## src/rtl/divider.sv

```systemverilog
// Iterative restoring divider (DIV/DIVU): one quotient bit per clock, then sign fix-up.
// Optional macro DIVIDER_DZ_EN adds the dz port and a one-cycle zero-divisor completion.
module divider #(
  parameter int WIDTH = 32
) (
  input  logic             clk,
  input  logic             reset,
  input  logic             start,
  input  logic             sign,
  input  logic [WIDTH-1:0] a,
  input  logic [WIDTH-1:0] b,
  output logic [WIDTH-1:0] q,
  output logic [WIDTH-1:0] r,
  output logic             busy,
  output logic             done
`ifdef DIVIDER_DZ_EN
  ,
  output logic             dz
`endif
);

  localparam int CNT_W = (WIDTH > 1) ? $clog2(WIDTH) : 1;

  typedef enum logic [1:0] {
    IDLE,
    CALC,
    FIX
  } state_t;

  state_t state, state_next;

  logic [WIDTH:0]     rem;
  logic [WIDTH-1:0]   quo;
  logic [WIDTH-1:0]   dsr;
  logic [CNT_W-1:0]   cnt;
  logic               neg_q;
  logic               neg_r;
  logic               load;
  logic               last_iter;
  logic               zero_div;
  logic [WIDTH-1:0]   a_mag;
  logic [WIDTH-1:0]   b_mag;
  logic [WIDTH-1:0]   rem_lo;
  logic [WIDTH:0]     shifted;
  logic [WIDTH:0]     diff;
`ifdef DIVIDER_DZ_EN
  logic               dz_pend;
`endif

  always_ff @(posedge clk or negedge reset) begin
    if (!reset) state <= IDLE;
    else        state <= state_next;
  end

  always_comb begin
    state_next = state;
    case (state)
      IDLE:    if (start) state_next = zero_div ? FIX : CALC;
      CALC:    if (last_iter) state_next = FIX;
      FIX:     state_next = IDLE;
      default: state_next = IDLE;
    endcase
  end

  always_comb begin
    busy      = (state != IDLE);
    load      = (state == IDLE) && start;
    last_iter = (cnt == CNT_W'(WIDTH - 1));
  end

  // The trial difference is WIDTH+1 bits wide, so its top bit is the restore decision.
  always_comb begin
    a_mag   = (sign && a[WIDTH-1]) ? -a : a;
    b_mag   = (sign && b[WIDTH-1]) ? -b : b;
    rem_lo  = rem[WIDTH-1:0];
    shifted = {rem_lo, quo[WIDTH-1]};
    diff    = shifted - {1'b0, dsr};
`ifdef DIVIDER_DZ_EN
    zero_div = (b == '0);
`else
    zero_div = 1'b0;
`endif
  end

  always_ff @(posedge clk or negedge reset) begin
    if (!reset) begin
      rem   <= '0;
      quo   <= '0;
      dsr   <= '0;
      cnt   <= '0;
      neg_q <= 1'b0;
      neg_r <= 1'b0;
      q     <= '0;
      r     <= '0;
      done  <= 1'b0;
`ifdef DIVIDER_DZ_EN
      dz      <= 1'b0;
      dz_pend <= 1'b0;
`endif
    end else begin
      done <= 1'b0;
`ifdef DIVIDER_DZ_EN
      dz   <= 1'b0;
`endif
      if (load) begin
        dsr <= b_mag;
        cnt <= '0;
        // A zero divisor preloads the final answer so FIX needs no special case.
        if (zero_div) begin
          quo   <= '1;
          rem   <= {1'b0, a};
          neg_q <= 1'b0;
          neg_r <= 1'b0;
        end else begin
          quo   <= a_mag;
          rem   <= '0;
          neg_q <= sign & (a[WIDTH-1] ^ b[WIDTH-1]);
          neg_r <= sign & a[WIDTH-1];
        end
`ifdef DIVIDER_DZ_EN
        dz_pend <= zero_div;
`endif
      end else if (state == CALC) begin
        if (!diff[WIDTH]) begin
          rem <= diff;
          quo <= {quo[WIDTH-2:0], 1'b1};
        end else begin
          rem <= shifted;
          quo <= {quo[WIDTH-2:0], 1'b0};
        end
        cnt <= cnt + 1'b1;
      end else if (state == FIX) begin
        q    <= neg_q ? -quo : quo;
        r    <= neg_r ? -rem_lo : rem_lo;
        done <= 1'b1;
`ifdef DIVIDER_DZ_EN
        dz   <= dz_pend;
`endif
      end
    end
  end

endmodule

```

## config.mk

```make
export PLATFORM = sky130hd
export DESIGN_NAME = divider
export DESIGN_NICKNAME = d
export VERILOG_FILES = /design/src/rtl/divider.sv
export SDC_FILE = /design/constraint.sdc
export NUM_CORES = 1
export LEC_CHECK = 0
export BUFFER_PORTS_ARGS = -buffer_cell sky130_fd_sc_hd__buf_2
export CORE_MARGIN = 2
export CORE_UTILIZATION = 30
export DETAILED_ROUTE_END_ITERATION = 7
export GPL_TIMING_DRIVEN = 1
export SLEW_MARGIN = 20
export SYNTH_ARGS = -nofsm -noshare
export SYNTH_HDL_FRONTEND = slang
export SYNTH_SLANG_ARGS = --single-unit
```

## constraint.sdc

```tcl
create_clock -name clk -period 10.1 [get_ports clk]
set_input_delay 2.02 -clock clk [delete_from_list [all_inputs] [get_ports clk]]
set_output_delay 2.02 -clock clk [all_outputs]
set_load 0.01 [all_outputs]
```

# --- Yosys cells after proc, flatten, opt, wreduce, memory -nomap -nowiden ---
# Cells that the tools add are included.
op_classes:
  addsub: 6
  n_eq_ne: 5
  muxes: 18
  bitwise_logic: 5
  reduce_logical: 8
ops:
  columns: ["op", "count"]
  rows:
  - ["$mux W32", 9]
  - ["$neg A32 Y32", 4]
  - ["$sub A33 B32 Y33", 1]
  - ["$mux W5", 2]
  - ["$add A5 B1 Y5 const B", 1]
  - ["$eq A5 B5 Y1 const B", 1]
  - ["$mux W1", 4]
  - ["$mux W2", 2]
  - ["$ne A2 B2 Y1 const B", 2]
  - ["$pmux W2 S2", 1]
  - ["$reduce_bool A2 Y1", 2]
  - ["$logic_and A1 B1 Y1", 3]
  - ["$reduce_and A3 Y1", 1]
  - ["$and A1 B1 Y1", 2]
  - ["$eq A2 B1 Y1 const B", 1]
  - ["$eq A2 B2 Y1 const B", 1]
  - ["$logic_not A2 Y1", 1]
  - ["$not A1 Y1", 2]
  - ["$reduce_and A2 Y1", 1]
  - ["$xor A1 B1 Y1", 1]
word_totals:
  ff_bits: 170
  inputBits: 68
  out_inout_bits: 66
  elab_cells: 52

# --- Longest topological paths before layout ---
depth:
  depth_word: 4
  depth_mapped: 13

# --- Least setup slack after synthesis ---
# OpenSTA, ideal clock, no wires.
synth_timing:
  path_kind: "input-to-reg"
  from: "input a[8]"
  to: "register quo[27]"
  setup_ns: 0.135
  t_arrival_ns: 4.234
  required_ns: 9.965
  setup_slack_ns: 5.732
  path_stages: 8
  path_buffers: 0
  path_cell_list: "or4_1 or4_1 or3_1 nor4_4 nand2_1 o31ai_1 xor2_1 o21ai_0"
synth_via:
  elab_chain_len: 3
synth_lines:
  columns: ["element", "line_no", "text"]
  rows:
  - ["start, declared", "10", "input logic [WIDTH-1:0] a,"]
  - ["$neg A32 Y32", "73", "a_mag = (sign && a[WIDTH-1]) ? -a : a;"]
  - ["$mux W32", "73", null]
  - ["$mux W32", "105", "if (load) begin"]
  - ["end signal, assigned", "115", "quo <= a_mag;"]
  - ["end signal, assigned", "126", "quo <= {quo[WIDTH-2:0], 1'b1};"]
  - ["end signal, assigned", "129", "quo <= {quo[WIDTH-2:0], 1'b0};"]
  - ["end, declared", "33", "logic [WIDTH-1:0] quo;"]
# Every way passes these cells.
# A chain may end at the register's enable or synchronous reset.

# --- Final worst setup path ---
layout_timing:
  from: "input b[4]"
  to: "register dsr[29]"
layout_via:
  elab_chain_len: 2
layout_lines:
  columns: ["element", "line_no", "text"]
  rows:
  - ["start, declared", "11", "input logic [WIDTH-1:0] b,"]
  - ["$neg A32 Y32", "74", "b_mag = (sign && b[WIDTH-1]) ? -b : b;"]
  - ["$mux W32", "74", null]
  - ["end signal, assigned", "106", "dsr <= b_mag;"]
  - ["end, declared", "34", "logic [WIDTH-1:0] dsr;"]
# Every way passes these cells.

==> results.ini <==
[run_status]
outcome = finished, final reports clean

[place]
dpl.hpwl_um = 23000
dpl.cell_count = 1851
gp_congestion = 0.919
port_buffers = 133

[yosys]
synth.avg_cell_area_sq_um = 8.37
synthFlopType = dfrtp_1
syn_nets = 1427
synthDistinctLibCells = 61
ys_ff_latch = 170
postSynth.asyncResetShare = 1.00
netlist_area_sq_mm = 0.0110
synth_edf_count = 0
syn_inst = 1320
ys_seq_area_frac = 0.385
yosys_warnings = 0

[floorplan]
row_count = 70
die_w_um = 196
die_area_sq_mm = 0.0384
start_util = 0.303
core_sq_mm = 0.0364
pin_count = 134
chipHeight_um = 196

[cells_and_area]
fin_nets = 1510
area_delta_synth_final_pct = 14.8
drive_gt1_frac = 0.142
final_cells = 1885
fillers = 3835

[timing]
clock_skew_ns = 0.00865
drv_slew = 0
fin_tns_setup_ns = 0
slew-limit-headroom = 0.330
fin_crit_ns = 4.34
fin_crit_sh = 0.429
finalHoldViolations = 0
fmax_ghz = 0.231
setup_viol = 0
rsz0062_at_grt = no
worst_pin_slew_ns = 1.01

[grt]
grt_max_degree = 130
grt_pass1_wl_um = 49500
gr-total-overflow = 0
antenna_found_initial = 2
gr-usage-all-layers = 0.160
grt_pass1_vias = 9094

[drt]
wl_um = 30600
num_vias = 9618
drt_iter0_drc = 639
dr.pass1.iters = 5
postRouteAntennaNets = 0
drc = 0
post_drt_wl_per_cell_um = 16.3
viasPerCell = 5.10

[run]
maxCapViolCount = 0

[clocking]
cts-root-buf = clkbuf_16
holdBufCountCts = 0
cts-resized-gates = 0
path_clk_slew_ns = 0.07
clock_path_buffers = 2
cts_tree = yes
h-tree-depth = 4
insertion_delay_ns = 0.44
cts_setup_buffers = 0
clock_sinks = 170
cts_made_buffers = 17

[worst_setup_path]
end_kind = flop
start_kind = input port
worst_ep_arrival_time_ns = 4.63
critical_path.max_fanout = 4
r2r_end = rem[9]
worstSetupPathType = in -> reg
r2r_slack_ns = 6.20
crit_required_ns = 10.39
r2r-start = quo[31]
worst-r2r-cell-count = 12

[power]
powerDensity_mw_per_mm2 = 339
p_leak_nw = 5.59
peakVddDrop_mv = 0.140
power.total_mw = 4.30

[worst_hold_path]
min-delay-start = r[22]
hold_depth = 2
holdPathEnd = r[22]
hold_path_class = reg -> reg

## worst max-delay path: stages
cell,delay (ns)
buf_2,0.12
nor4_1,0.36
nand2_1,0.12
nor4_1,0.47
nand2_1,0.24
nor4_1,0.53
nand2_1,0.19
o41ai_1,0.34
xor2_1,0.16
o21ai_0,0.08
## cell type report
type / count / area (sq um) / area share
Multi-Input combinational cell: 1016 / 6320 / 0.498
Clock buffer: 19 / 443 / 0.0349
Tap cell: 468 / 586 / 0.0462
Inverter: 58 / 218 / 0.0172
Antenna cell: 1 / 2.50 / 0.000197
Clock inverter: 13 / 119 / 0.00937
Timing Repair Buffer: 140 / 744 / 0.0587
Sequential cell: 170 / 4250 / 0.335
## cells in the mapped netlist, types with 4 or more instances
cell      number  area, sq um
clkbuf_1      68          255
nor3_1        20          100
nand4_1       11         68.8
xnor2_1       37          324
inv_1         58          218
o21ai_1        4         20.0
a211oi_1       6         45.0
nand2b_1      10         62.6
mux2i_1        7         70.1
or4_1          7         52.6
o211ai_1       5         37.5
nor2_1        62          233
o41ai_1       13          114
and2_1         8         50.1
nor4_1         7         43.8
a22oi_1       31          233
nand3_1       40          200
nor2b_1        6         37.5
xor2_1       105          920
buf_1          6         22.5
or4_4          6         67.6
ha_1          38          475
or3_4          4         45.0
nand2_1      184          691
a21oi_1       70          350
dfrtp_1      170         4250
o31ai_1       29          218
and3_1        10         62.6
a31oi_1       14         87.6
or3_1         11         68.8
o21ai_0      210         1050
a21o_1        16          120
## cells in the final DEF, fill, tap and decap left out, types with 20 or more instances in the layout
cell,count
a21oi_1,70
a22oi_1,31
buf_2,132
dfrtp_1,170
ha_1,38
inv_1,58
nand2_1,183
nand3_1,40
nor2_1,61
nor3_1,20
o21ai_0,210
o31ai_1,29
xnor2_1,37
xor2_1,105
## logic make-up after synthesis
logic type	synth area share
buffers and inverters	0.0460
multiplexers	0.00838
XOR/XNOR	0.113
AO/OA/AOI/OAI	0.229
adder cells (fa/ha/maj)	0.0448
flip-flops	0.385
AND/OR/NAND/NOR	0.174
## state kept, by name (all words and copies together) (netlist names)
register,flops
dsr,32
r,32
done,1
state,2
neg_r,1
rem,32
quo,32
q,32
cnt,5
neg_q,1
## worst max-delay path by stage
| stage | start | to | slack (ns) | cells after the start |
|---|---|---|---|---|
| floorplan | a[8] | quo[27] | 5.73 | 8 |
| global placement | b[4] | dsr[29] | 5.24 | 10 |
| detailed placement | b[4] | dsr[29] | 5.23 | 10 |
| CTS | b[4] | dsr[29] | 5.71 | 10 |
| global route | b[4] | dsr[29] | 5.36 | 10 |
| finish | b[4] | dsr[29] | 5.76 | 10 |
## where the power goes
| part | internal [mW] | total [mW] | leakage [nW] | switching [mW] |
|---|---|---|---|---|
| Sequential | 0.926 | 1.28 | 2.16 | 0.354 |
| Clock | 0.348 | 0.641 | 0.272 | 0.292 |
| Combinational | 0.974 | 2.37 | 3.16 | 1.40 |
## metal layers
| layer | vias up | share of wire | wire (um) | track usage |
|---|---|---|---|---|
| met3 | 35 | 0.047 | 1430 | 0.0320 |
| met1 | 4531 | 0.51 | 15600 | 0.236 |
| met5 | - | 0.00036 | 11 | 0 |
| met4 | 2 | 0.020 | 599 | 0.0488 |
| met2 | 206 | 0.43 | 13000 | 0.235 |
| li1 | 4844 | - | - | - |
## stage by stage
stage                     hold WS [ns]  utilization  area (sq um)  setup slack (ns)
final                            0.470        0.348         12700              5.76
after global routing             0.495        0.348         12700              5.36
after CTS                        0.481        0.347         12600              5.71
after detailed placement         0.466        0.332         12100              5.23
after global placement           0.459        0.332         12100              5.24
after floorplan                  0.449            -         11000              5.73
Power figures use the tool's default switching activity.
